$ cat src/rtl/if_fetch_unit_if.sv
// Port bundle for the instruction-fetch stage: ROM read port, execute redirect
// and the decode valid/ready handshake.
interface if_fetch_unit_if #(
    parameter int ADDR_WIDTH = 32,
    parameter int DATA_WIDTH = 32
);
    // Decode handshake: an entry transfers on every rising clk where id_valid_o
    // and id_ready_i are both high. While id_valid_o is high and id_ready_i is
    // low, id_inst_o and id_pc_o do not change.
    logic                  rom_rena_o;
    logic [ADDR_WIDTH-1:0] rom_raddr_o;
    logic [DATA_WIDTH-1:0] rom_rdata_i;
    logic                  jump_en_i;
    logic [ADDR_WIDTH-1:0] jump_addr_i;
    logic                  id_ready_i;
    logic                  id_valid_o;
    logic [DATA_WIDTH-1:0] id_inst_o;
    logic [ADDR_WIDTH-1:0] id_pc_o;

    modport master (
        output rom_rena_o,
        output rom_raddr_o,
        input  rom_rdata_i,
        input  jump_en_i,
        input  jump_addr_i,
        input  id_ready_i,
        output id_valid_o,
        output id_inst_o,
        output id_pc_o
    );

    modport slave (
        input  rom_rena_o,
        input  rom_raddr_o,
        output rom_rdata_i,
        output jump_en_i,
        output jump_addr_i,
        output id_ready_i,
        input  id_valid_o,
        input  id_inst_o,
        input  id_pc_o
    );
endinterface

$ cat src/rtl/if_fetch_unit.sv
// Instruction-fetch stage: owns the PC, reads a combinational ROM and queues
// {instruction, pc} pairs in a small circular prefetch buffer for decode.
module if_fetch_unit #(
    parameter int                    ADDR_WIDTH = 32,
    parameter int                    DATA_WIDTH = 32,
    parameter logic [ADDR_WIDTH-1:0] RESET_PC   = '0,
    parameter int                    BUF_DEPTH  = 2
) (
    input logic              clk,
    input logic              arst_n,
    if_fetch_unit_if.master  bus
);
    localparam int PTR_W = (BUF_DEPTH > 1) ? $clog2(BUF_DEPTH) : 1;
    localparam int CNT_W = PTR_W + 1;
    localparam logic [CNT_W-1:0]      FULL_COUNT = CNT_W'(BUF_DEPTH);
    localparam logic [DATA_WIDTH-1:0] NOP_INST   = DATA_WIDTH'(32'h0000_0013);
    localparam logic [ADDR_WIDTH-1:0] PC_STEP    = ADDR_WIDTH'(4);

    logic [ADDR_WIDTH-1:0] pc;
    logic [DATA_WIDTH-1:0] buf_inst [BUF_DEPTH];
    logic [ADDR_WIDTH-1:0] buf_pc   [BUF_DEPTH];
    logic [PTR_W-1:0]      wr_ptr;
    logic [PTR_W-1:0]      rd_ptr;
    logic [CNT_W-1:0]      count;

    logic valid;
    logic pop;
    logic fetch;
    logic unused_jump_lsb;

    // Fetching into a full buffer is allowed when the head leaves this cycle.
    assign valid = (count != '0);
    assign pop   = valid & bus.id_ready_i;
    assign fetch = arst_n & ~bus.jump_en_i & ((count < FULL_COUNT) | pop);

    assign unused_jump_lsb = ^bus.jump_addr_i[1:0];

    assign bus.rom_rena_o  = fetch;
    assign bus.rom_raddr_o = pc;
    assign bus.id_valid_o  = valid;
    assign bus.id_inst_o   = valid ? buf_inst[rd_ptr] : NOP_INST;
    assign bus.id_pc_o     = valid ? buf_pc[rd_ptr]   : '0;

    // Control state: reset beats redirect, redirect beats push/pop.
    always_ff @(posedge clk) begin
        if (!arst_n) begin
            pc     <= RESET_PC;
            count  <= '0;
            wr_ptr <= '0;
            rd_ptr <= '0;
        end else if (bus.jump_en_i) begin
            pc     <= {bus.jump_addr_i[ADDR_WIDTH-1:2], 2'b00};
            count  <= '0;
            wr_ptr <= '0;
            rd_ptr <= '0;
        end else begin
            if (fetch) begin
                pc     <= pc + PC_STEP;
                wr_ptr <= wr_ptr + PTR_W'(1);
            end
            if (pop) begin
                rd_ptr <= rd_ptr + PTR_W'(1);
            end
            case ({fetch, pop})
                2'b10:   count <= count + CNT_W'(1);
                2'b01:   count <= count - CNT_W'(1);
                default: count <= count;
            endcase
        end
    end

    // Payload storage needs no reset: count gates every read.
    always_ff @(posedge clk) begin
        if (fetch) begin
            buf_inst[wr_ptr] <= bus.rom_rdata_i;
            buf_pc[wr_ptr]   <= pc;
        end
    end

    a_no_overflow: assert property (@(posedge clk) count <= FULL_COUNT);

    a_hold_on_stall: assert property (@(posedge clk)
        (arst_n && !bus.jump_en_i && valid && !bus.id_ready_i)
        |=> ($stable(bus.id_pc_o) && $stable(bus.id_inst_o)));

endmodule

$ cat src/flat_wrapper.sv
// flat-port wrapper written by rule: the top's interface ports become plain ports
module if_fetch_unit_flat 
#(
    parameter int                    ADDR_WIDTH = 32,
    parameter int                    DATA_WIDTH = 32,
    parameter logic [ADDR_WIDTH-1:0] RESET_PC   = '0,
    parameter int                    BUF_DEPTH  = 2
)
  (clk, arst_n, bus_rom_rena_o, bus_rom_raddr_o, bus_rom_rdata_i, bus_jump_en_i, bus_jump_addr_i, bus_id_ready_i, bus_id_valid_o, bus_id_inst_o, bus_id_pc_o);
  if_fetch_unit_if #(.ADDR_WIDTH(ADDR_WIDTH), .DATA_WIDTH(DATA_WIDTH)) bus_i ();
  input logic clk;
  input logic arst_n;
  output wire logic [$bits(bus_i.rom_rena_o)-1:0] bus_rom_rena_o;
  output wire logic [$bits(bus_i.rom_raddr_o)-1:0] bus_rom_raddr_o;
  input wire logic [$bits(bus_i.rom_rdata_i)-1:0] bus_rom_rdata_i;
  input wire logic [$bits(bus_i.jump_en_i)-1:0] bus_jump_en_i;
  input wire logic [$bits(bus_i.jump_addr_i)-1:0] bus_jump_addr_i;
  input wire logic [$bits(bus_i.id_ready_i)-1:0] bus_id_ready_i;
  output wire logic [$bits(bus_i.id_valid_o)-1:0] bus_id_valid_o;
  output wire logic [$bits(bus_i.id_inst_o)-1:0] bus_id_inst_o;
  output wire logic [$bits(bus_i.id_pc_o)-1:0] bus_id_pc_o;
  assign bus_rom_rena_o = bus_i.rom_rena_o;
  assign bus_rom_raddr_o = bus_i.rom_raddr_o;
  assign bus_i.rom_rdata_i = bus_rom_rdata_i;
  assign bus_i.jump_en_i = bus_jump_en_i;
  assign bus_i.jump_addr_i = bus_jump_addr_i;
  assign bus_i.id_ready_i = bus_id_ready_i;
  assign bus_id_valid_o = bus_i.id_valid_o;
  assign bus_id_inst_o = bus_i.id_inst_o;
  assign bus_id_pc_o = bus_i.id_pc_o;
  if_fetch_unit #(.ADDR_WIDTH(ADDR_WIDTH), .DATA_WIDTH(DATA_WIDTH), .RESET_PC(RESET_PC), .BUF_DEPTH(BUF_DEPTH)) u_core (.clk(clk), .arst_n(arst_n), .bus(bus_i));
endmodule
$ cat config.mk
export PLATFORM = sky130hd
export DESIGN_NAME = if_fetch_unit_flat
export DESIGN_NICKNAME = d
export VERILOG_FILES = /design/src/rtl/if_fetch_unit_if.sv /design/src/rtl/if_fetch_unit.sv /design/src/flat_wrapper.sv
export SDC_FILE = /design/constraint.sdc
export NUM_CORES = 1
export LEC_CHECK = 0
export BUFFER_PORTS_ARGS = -buffer_cell sky130_fd_sc_hd__buf_2
export CORE_UTILIZATION = 48
export CTS_BUF_LIST = sky130_fd_sc_hd__clkbuf_16
export DETAILED_ROUTE_END_ITERATION = 10
export HOLD_SLACK_MARGIN = 0.06
export PLACE_DENSITY = 0.76
export SYNTH_ARGS = -nofsm -noshare
export SYNTH_HDL_FRONTEND = slang
export SYNTH_SLANG_ARGS = --single-unit
export TNS_END_PERCENT = 5
$ cat constraint.sdc
create_clock -name clk -period 4.3 [get_ports clk]
set_clock_uncertainty 0.1 [all_clocks]
set_input_delay 0.645 -clock clk [delete_from_list [all_inputs] [get_ports clk]]
set_output_delay 0.645 -clock clk [all_outputs]
set_load 0.005 [all_outputs]
# Word-level counts from Yosys, hierarchy flattened
# Memory sizes are Yosys's and may differ from the RTL's. A register that Yosys moved wholly into a read port is not among the register bits.
# Index checks and enable logic that the tools add are counted.
# classes
add_sub_neg	5
n_lt_le_gt_ge	1
eq_ne	2
muxes	11
bitwise_logic	6
reduce_logical	4
# ops
cell	count
32-bit 2-to-1 mux	4
32-bit by 3-bit adder with 32-bit output (second input constant)	1
1-bit 2-to-1 mux	6
2-bit nonzero test	3
2-bit one-hot mux with 2 select lines	1
1-bit AND	3
1-bit adder (second input constant)	2
2-bit by 1-bit adder with 2-bit output (second input constant)	1
2-bit by 1-bit equality test with 1-bit output (second input constant)	1
2-bit equality test (second input constant)	1
2-bit less-than comparator (second input constant)	1
1-bit NOT	2
2-bit OR reduction	1
2-bit by 1-bit subtractor with 2-bit output (second input constant)	1
1-bit bitwise OR	1
# word_totals
regBits	36
ram_bits	128
inputBits	68
output_inout_bits	98
elab_cells	36
mem_count	2
# memory_table
memory	depth	width	rd	rd_ports_with_merged_regs	write_ports	line_no	text
u_core.buf_inst	2	32	1	1	1	if_fetch_unit.sv:20	logic [DATA_WIDTH-1:0] buf_inst [BUF_DEPTH];
u_core.buf_pc	2	32	1	1	1	if_fetch_unit.sv:21	logic [ADDR_WIDTH-1:0] buf_pc [BUF_DEPTH];

# Longest topological paths before layout
# depth
ltp_word	6
mapped_depth	7
depth_no_buf	7

# Worst setup path before layout
# No wires, ideal clock.
# synth_path
path_kind	in2reg
startpoint	input port arst_n
endpoint	memory u_core.buf_inst[0][0], enable pin
setup_ns	0.482
t_arrival_ns	3.763
slack_ns	-0.045
path_stages	4
cell_sequence	buf_2 > and2b_1 > nand2_1 > nor2_1
# synth_via
elab_chain_len	4
# synth_lines
item	line_no	text
from (decl)	flat_wrapper.sv:12	input logic arst_n;
1-bit AND (2 in series)	if_fetch_unit.sv:34	assign fetch = arst_n & ~bus.jump_en_i & ((count < FULL_COUNT) | pop);
1-bit 2-to-1 mux	if_fetch_unit.sv:74	if (fetch) begin
1-bit 2-to-1 mux (not written as such)	if_fetch_unit.sv:75	buf_inst[wr_ptr] <= bus.rom_rdata_i;
to (decl)	if_fetch_unit.sv:20	
# No other way between the ends.

==> impl_metrics.json <==
{
  "status": "completed",
  "cts_buffers": 17,
  "antenna_found_initial": 0,
  "synth_area_leaders": "edfxtp_1 (56%), dfxtp_1 (10%), mux2i_1 (9.3%)",
  "crit_required_ns": 3.56,
  "routedWlPerCell_um": 17.5,
  "numPortBuffers": 159,
  "avgSynthCellArea_um2": 12.8,
  "synth_cell_types": 42,
  "seq_area_frac_synth_pct": 66.1,
  "place_congestion": 0.872,
  "cts.path.max_buffers": 2,
  "grt_max_degree": 63,
  "rr_endpoint": "u_core.buf_pc[0][14]",
  "dp_hpwl_mm": 9.78,
  "clk_latency_ns": 0.43,
  "cts_num_sinks": 159,
  "cts_setup_buffers": 0,
  "synthDominantCellAreaShare_pct": 55.6,
  "fmax_ghz": 0.353,
  "nNetsFinal": 748,
  "hold_viol_final": 0,
  "path_class": "reg -> out",
  "clkPwrFrac_pct": 42.5,
  "hold_end": "u_core.buf_inst[0][7]",
  "place_ws_ns": 1.31,
  "synth_common_cells": "edfxtp_1 (124), nor2_1 (75), mux2i_1 (62)",
  "regToRegStartpoint": "u_core.count[1]",
  "fin_ws_ns": 1.47,
  "vdd_drop_max_mv": 0.218,
  "slew_violations": 0,
  "via_per_inst": 5.57,
  "die_h_um": 120,
  "area_growth_pct": 23.2,
  "min_from": "bus_rom_rdata_i[7]",
  "period_share_pct": 65.9,
  "tightest_slew_ns": 1.11,
  "drc_errors": 0,
  "min_period_ns": 2.83,
  "seq_power_share_pct": 51.4,
  "syn_area_mm2": 0.00669,
  "cts_max_level": 4,
  "setup_viol": 0,
  "core_mm2": 0.0134,
  "synth_top_cell_by_area": "edfxtp_1",
  "p_int_w": 0.00268,
  "rr_worst_depth": 4,
  "slew_headroom_pct": 26.0,
  "clk_pin_slew_worst_paths_ns": 0.06,
  "ys_warn_count": 0,
  "maxCapViolCount": 0,
  "postCtsHoldBufs": 0,
  "p_leak_nw": 3.02,
  "dr.pass1.iters": 5,
  "drive_above_1_share_pct": 29.2,
  "num-fill-cells": 1113,
  "combinationalPowerShare_pct": 6.1,
  "sw_frac_of_total_pct": 22.7,
  "synth_ff_type": "edfxtp_1",
  "hold_depth": 1,
  "p_sw_w": 0.000786,
  "die-area_mm2": 0.0144,
  "first_iter_violations": 473,
  "critPathLaunchType": "flip-flop",
  "synth.most_common_cell": "edfxtp_1",
  "ys_ff_latch": 159,
  "hp-class": "in -> reg",
  "crit_fanout": 62,
  "synthArstFlopShare_pct": 0,
  "rsz0062_at_grt": "no",
  "reg2reg_slack_ns": 1.74,
  "rows": 42,
  "postSynthCellCount": 524,
  "wl_mm": 15.2,
  "first_global_vias": 4550,
  "pin_count": 166,
  "cts_tree": "yes",
  "vias": 4825,
  "critPathCaptureType": "primary output",
  "track_usage_pct": 21.5,
  "arrival_ns": 2.09,
  "fin_setup_tns_ns": 0,
  "grt-ovfl-total": 0,
  "root_buffer": "clkbuf_16",
  "dieWidth_um": 120,
  "pwr_density_cell_mw_per_mm2": 420,
  "synth_edf_count": 124,
  "ant_nets": 0,
  "cts_resized": 0,
  "grt_pass1_wl_mm": 23.6,
  "start_util_pct": 50.0,
  "diodes": 0
}
==> cell usage in the layout, fill, tap and decap left out, types with 3 or more instances in the layout <==
| master | n |
|---|---|
| xnor2_1 | 8 |
| nand2_1 | 26 |
| nor3_1 | 5 |
| nor4_1 | 9 |
| nand4_1 | 13 |
| conb_1 | 4 |
| or3_1 | 6 |
| and4_1 | 6 |
| dfxtp_1 | 34 |
| or4_1 | 13 |
| a21oi_1 | 10 |
| nand3_1 | 14 |
| o31ai_1 | 9 |
| buf_2 | 159 |
| o21ai_0 | 21 |
| clkinvlp_4 | 3 |
| nor2_1 | 73 |
| edfxtp_1 | 124 |
| xor2_1 | 5 |
| inv_6 | 5 |
| clkbuf_16 | 17 |
| clkinv_4 | 3 |
| inv_1 | 8 |
| mux2i_1 | 62 |
| a31oi_1 | 12 |
| a211oi_1 | 8 |
==> metrics by stage <==
| stage | instance area, um^2 | hold slack (ns) | std cells | power (W) | utilization [%] |
|---|---|---|---|---|---|
| 2_1_floorplan | 6710 | 0.369 | 527 | 0.00191 | - |
| 6_report | 8250 | 0.308 | 867 | 0.00346 | 61.5 |
| 3_5_place_dp | 7660 | 0.407 | 835 | 0.00202 | 57.2 |
| 5_1_grt | 8250 | 0.296 | 867 | 0.00357 | 61.5 |
| 4_1_cts | 8250 | 0.297 | 867 | 0.00348 | 61.5 |
| 3_3_place_gp | 7660 | 0.395 | 835 | 0.00201 | 57.2 |
==> how the worst max path moves through the flow <==
| stage | start | slack, ns | end |
|---|---|---|---|
| 6_report | flip-flop | 1.47 | bus_id_pc_o[12] |
| 5_1_grt | flip-flop | 1.36 | bus_id_pc_o[13] |
| 4_1_cts | flip-flop | 1.44 | bus_id_pc_o[13] |
| 3_5_place_dp | bus_id_ready_i | 1.31 | u_core.buf_pc[0][8] |
| 3_3_place_gp | bus_id_ready_i | 1.32 | u_core.buf_pc[0][8] |
| 2_1_floorplan | arst_n | 0.99 | u_core.buf_inst[0][0] |
==> per-layer routing <==
metal	vias to the layer above	part of all wire [%]	GRT usage (%)
li1	2291	-	-
met1	2296	44	29.0
met2	210	47	33.4
met3	28	6.5	5.42
met4	0	1.7	8.13
met5	-	0	0
==> power groups by stage <==
| stage | Sequential [W] | Clock (W) | Combinational [W] |
|---|---|---|---|
| final | 0.00178 | 0.00147 | 0.000211 |
| after global routing | 0.00179 | 0.00155 | 0.000236 |
| after CTS | 0.00178 | 0.00149 | 0.000213 |
| after detailed placement | 0.00181 | 0 | 0.000212 |
| after global placement | 0.00181 | 0 | 0.000205 |
| after floorplan | 0.00179 | 0 | 0.000112 |
==> state kept, by name, indices dropped and copies added (netlist names), named ones only <==
signal	flops
u_core.rd_ptr	1
u_core.buf_inst	64
u_core.count	2
u_core.buf_pc	60
u_core.wr_ptr	1
u_core.bus.rom_raddr_o	30
==> critical path, stage by stage (launching register included) <==
cell and delay (ns):
dfxtp_4 1.04, mux2i_1 0.28, nor2_1 0.09, buf_2 0.17
==> final cells by class <==
class | instances | area (um^2) | share of cell area [%]
Clock buffer | 17 | 425 | 5.16
Clock inverter | 15 | 160 | 1.94
Inverter | 7 | 26.3 | 0.319
Multi-Input combinational cell | 330 | 2140 | 25.9
Sequential cell | 159 | 4430 | 53.7
Tap cell | 176 | 220 | 2.67
Timing Repair Buffer | 163 | 851 | 10.3
==> kinds of logic (layout without fill, tap and decap cells) <==
kind of cell | count (synthesis) | count (layout) | share of synthesized area, %
XOR/XNOR | 13 | 13 | 1.70
flip-flops | 159 | 159 | 66.1
AO/OA/AOI/OAI | 66 | 66 | 6.17
other | 1 | 4 | 0.0560
multiplexers | 62 | 62 | 9.27
adder cells (fa/ha/maj) | 2 | 2 | 0.374
AND/OR/NAND/NOR | 183 | 183 | 13.9
buffers and inverters | 38 | 202 | 2.41
(Power assumes the default switching activity.)
